`config.mk`:
```
export PLATFORM = sky130hd
export DESIGN_NAME = sw_debounce8
export DESIGN_NICKNAME = d
export VERILOG_FILES = /design/src/rtl/sw_debounce8.sv
export SDC_FILE = /design/constraint.sdc
export NUM_CORES = 1
export LEC_CHECK = 0
export ABC_AREA = 0
export CORE_MARGIN = 5
export CORE_UTILIZATION = 58
export DETAILED_ROUTE_END_ITERATION = 12
export GPL_ROUTABILITY_DRIVEN = 1
export PLACE_DENSITY = 0.78
export RECOVER_POWER = 50
export REMOVE_ABC_BUFFERS = 1
export SYNTH_ARGS = -nofsm -noshare
export SYNTH_HDL_FRONTEND = slang
export SYNTH_SLANG_ARGS = --single-unit
```
`constraint.sdc`:
```
create_clock -name clk -period 2.5 [get_ports clk]
set_input_delay 0.5 -clock clk [delete_from_list [all_inputs] [get_ports clk]]
set_output_delay 0.5 -clock clk [all_outputs]
set_load 0.05 [all_outputs]
```
`src/rtl/sw_debounce8.sv`:
```
// Eight-channel switch debouncer: 2-flop synchronizer, per-channel stability counter,
// registered change mask/pulse and activity flag for a downstream priority encoder.
module sw_debounce8 #(
  parameter int DB_CYCLES = 1000,
  parameter int CNT_W     = 16
) (
  input  logic       clk,
  input  logic       rst,
  input  logic [7:0] sw_in,
  input  logic       hold,
  output logic [7:0] x_out,
  output logic       any_active,
  output logic       chg_pulse,
  output logic [7:0] chg_mask
);

  localparam logic [CNT_W-1:0] CNT_LAST = CNT_W'(DB_CYCLES - 1);

  logic [7:0]       sync1_q, sync1_d;
  logic [7:0]       sync2_q, sync2_d;
  logic [7:0]       x_q, x_d;
  logic [7:0]       chg_mask_q, chg_mask_d;
  logic             chg_pulse_q, chg_pulse_d;
  logic             any_q, any_d;
  logic [CNT_W-1:0] cnt_q [8];
  logic [CNT_W-1:0] cnt_d [8];

  always_comb begin
    sync1_d = sw_in;
    sync2_d = sync1_q;
    x_d     = x_q;
    for (int i = 0; i < 8; i++) begin
      cnt_d[i] = '0;
      // A channel only advances while it disagrees with its debounced level;
      // agreement or hold restarts the count from zero.
      if (!hold && (sync2_q[i] != x_q[i])) begin
        if (cnt_q[i] >= CNT_LAST) begin
          x_d[i] = sync2_q[i];
        end else begin
          cnt_d[i] = cnt_q[i] + CNT_W'(1);
        end
      end
    end
    chg_mask_d  = x_d ^ x_q;
    chg_pulse_d = |chg_mask_d;
    any_d       = |x_d;
  end

  always_ff @(posedge clk) begin
    if (rst) begin
      sync1_q     <= '0;
      sync2_q     <= '0;
      x_q         <= '0;
      chg_mask_q  <= '0;
      chg_pulse_q <= 1'b0;
      any_q       <= 1'b0;
      for (int i = 0; i < 8; i++) begin
        cnt_q[i] <= '0;
      end
    end else begin
      sync1_q     <= sync1_d;
      sync2_q     <= sync2_d;
      x_q         <= x_d;
      chg_mask_q  <= chg_mask_d;
      chg_pulse_q <= chg_pulse_d;
      any_q       <= any_d;
      for (int i = 0; i < 8; i++) begin
        cnt_q[i] <= cnt_d[i];
      end
    end
  end

  assign x_out      = x_q;
  assign chg_mask   = chg_mask_q;
  assign chg_pulse  = chg_pulse_q;
  assign any_active = any_q;

endmodule

```
==> reports/qor.yml <==
synthCells: 543
endpoint_kind: "output port"
crit_buf_inv: 1
totalWireLength_um: 9710
boundaryPins: 29
cp-start-kind: "flop"
worst_path_largest_cell_delay_ns: 0.85
drive_gt1_frac: 0.0510
cts-buffers-inserted: 17
max-cap-violations: 0
cp.arrival_ns: 1.79
final-max-slew-violation-count: 0
timing.critical_path.cells: "clkdlybuf4s50_1"
grt.total_usage: 0.185
overall_power_after_layout_w: 0.00546
diodes: 0
place_worst_setup_slack_ns: 0.296
max_freq_mhz: 436
netlist_area_pre_place_um2: 5470
synthesis.yosys.warnings: 0
yosysTopAreaCellShare: 0.593
number_of_hold_buffers_added_after_cts: 0
die_area_um2: 11500
synth_enable_flop_cells: 0
finalWorstSetupSlack_ns: 0.206
worst-endpoint-required_ns: 2.00
route.detailed.drc: 0
place.gp.congestion: 0.751
synth-async-reset-ratio: 0
p_sw_w: 0.00119
critical_path_peak_fanout: 4
power.clock.fraction: 0.483
setup-violations-final: 0
cts_num_sinks: 162
core.rowCount: 35
worst_slew_margin_rel: 0.634
synth.area.top_cells: "sky130_fd_sc_hd__dfxtp_1, sky130_fd_sc_hd__nor2_1, sky130_fd_sc_hd__xnor2_1"
final_nets: 653
die-height_um: 107
port_buffers: 28
final.setup.tns_ns: 0
drt_iter0_markers: 158
initial_core_utilization: 0.592
critPathSlowestCell: "sky130_fd_sc_hd__clkdlybuf4s50_1"
status: "complete, no violations"
cts-root-to-sink-buffers: 2
pwr_density_cell_nw_per_um2: 816
sequentialPowerShare: 0.489
ctsHtreeMaxLevel: 4
grt_setup_unrepaired: "no"
tritoncts: "done"
layout_min_cycle_time_ns: 2.29
globalRouteOverflowTotal: 0
synth.lib_cells_used.distinct: 34
floorplan.core_area_um2: 9240
die_w_um: 107
hold_path_class: "reg -> reg"
number_of_global_route_vias_before_repair: 3882
pwr-share-comb: 0.029
post_drt_via_cell_ratio: 4.87
cts_setup_buffers: 0
critical_path.top_delay_family: "buffers and inverters"
clock_tree_root: "sky130_fd_sc_hd__clkbuf_8"
wire_per_inst_um: 12.5
grt_first_pass_wirelength_um: 16900
reported_leakage_power_nw: 2.59
worst_ir_drop_vdd_mv: 0.542
vias_after_detailed_routing: 3777
areaGrowthSynthToFinish_pct: 22.3
cts.clk_slew.worst_paths_ns: 0.06
dp_hpwl_um: 6770
clock_skew_ns: 0.00850
p_sw_frac: 0.218
post-synth-top-area-cell: "sky130_fd_sc_hd__dfxtp_1"
pin_count_of_the_biggest_net_entering_global_routing: 17
internal_power_w: 0.00427
seq_area_frac_synth: 0.593
number_of_failing_hold_endpoints_at_the_final_stage: 0
drt_pre_antenna_iters: 4
yosys_register_bits: 162
tightestPinTransition_ns: 0.547
post_synth.cell_area_avg_um2: 10.1
timing.final.crit_share: 0.918
clock_latency_ns: 0.51
resized_gates_after_cts: 0
crit_type: "reg -> out"
grt_antenna_before_repair: 0
ys.flop_type: "sky130_fd_sc_hd__dfxtp_1"
final_antenna_net_count: 0
==> worst register-to-register path, delay by kind of cell, from the launching register on <==
kind	cells	cell delay [ns]
AO/OA/AOI/OAI	3	0.64
XOR/XNOR	1	0.21
adder cells (fa/ha/maj)	1	0.25
flip-flops	1	0.34
multiplexers	1	0.36
AND/OR/NAND/NOR	1	0.21
==> area by class of cell <==
| type | count | area (µm²) |
|---|---|---|
| clock buffer | 18 | 418 |
| inverter | 6 | 22.5 |
| timing repair buffer | 32 | 303 |
| multi-input combinational | 415 | 2350 |
| tap | 129 | 161 |
| fill | 667 | 2550 |
| sequential | 162 | 3240 |
| clock inverter | 14 | 193 |
==> layout by cell type, fill, tap and decap left out, drive strengths merged, types with 3 or more instances in the layout <==
cell / n
a211o: 4
a211oi: 4
a31oi: 5
a41oi: 4
and2: 5
and3: 19
bufinv: 3
clkbuf: 20
clkdlybuf4s50: 27
clkinv: 3
conb: 48
dfxtp: 162
ha: 8
inv: 13
mux2i: 7
nand2: 25
nand2b: 6
nand3: 32
nand4: 9
nor2: 122
nor2b: 19
nor3: 9
nor4: 6
o21bai: 4
xnor2: 33
xor2: 33
==> stage by stage <==
stage                     hold WS, ns   util  cell area (µm²)  cells
after global routing            0.467  0.724             6690    776
after global placement          0.420  0.659             6090    744
after detailed placement        0.420  0.659             6090    744
after CTS                       0.436  0.726             6700    776
final                           0.439  0.724             6690    776
after floorplan                 0.414      -             5620    583
==> synth_stat cells, drive strengths merged (7+ instances only) <==
cell   count
nand2     25
nor2b     19
xor2      33
xnor2     33
nand3     32
mux2i      7
nor2     122
dfxtp    162
nor3       9
and3      19
ha         8
nand4      9
==> cell families (layout without fill, tap and decap cells) <==
| group | Yosys count | after routing | synth area share |
|---|---|---|---|
| multiplexers | 8 | 8 | 0.0155 |
| AO/OA/AOI/OAI | 26 | 26 | 0.0361 |
| adder cells (fa/ha/maj) | 8 | 8 | 0.0183 |
| buffers and inverters | 13 | 70 | 0.00892 |
| XOR/XNOR | 66 | 66 | 0.106 |
| flip-flops | 162 | 162 | 0.593 |
| other | 1 | 48 | 0.000685 |
| AND/OR/NAND/NOR | 259 | 259 | 0.222 |
==> layer usage <==
metal  share of wire  routed length [µm]  global-route usage  up-vias
met5               0                   0                   0        -
met3           0.039                 381              0.0590       25
li1                -                   -                   -     1949
met2            0.51                4960               0.327       74
met1            0.43                4160               0.206     1729
met4           0.022                 212              0.0703        0
==> path summary, 6_finish.rpt <==
path              depth (start not counted)  slack (ns)         end         start
hold / removal                            1        0.44  sync2_q[2]    sync1_q[2]
hold reg to reg                           1        0.44  sync2_q[2]    sync1_q[2]
setup reg to reg                          7        0.34   chg_pulse  cnt_q[1][16]
setup / recovery                          1        0.21    x_out[5]      x_out[5]
==> registers in the layout, indices dropped and copies added, names as in the netlist <==
name,count
sync1_q,8
x_out,8
sync2_q,8
chg_mask,8
any_active,1
cnt_q,128
chg_pulse,1
==> power by group through the flow <==
stage                     logic (W)  registers (W)  clock network (W)
after floorplan           0.0000585        0.00275                  0
after global placement     0.000155        0.00272                  0
after detailed placement   0.000157        0.00273                  0
after CTS                  0.000158        0.00267            0.00268
after global routing       0.000171        0.00267            0.00279
final                      0.000157        0.00267            0.00263
Note: power is estimated with default switching activity, not from simulation.
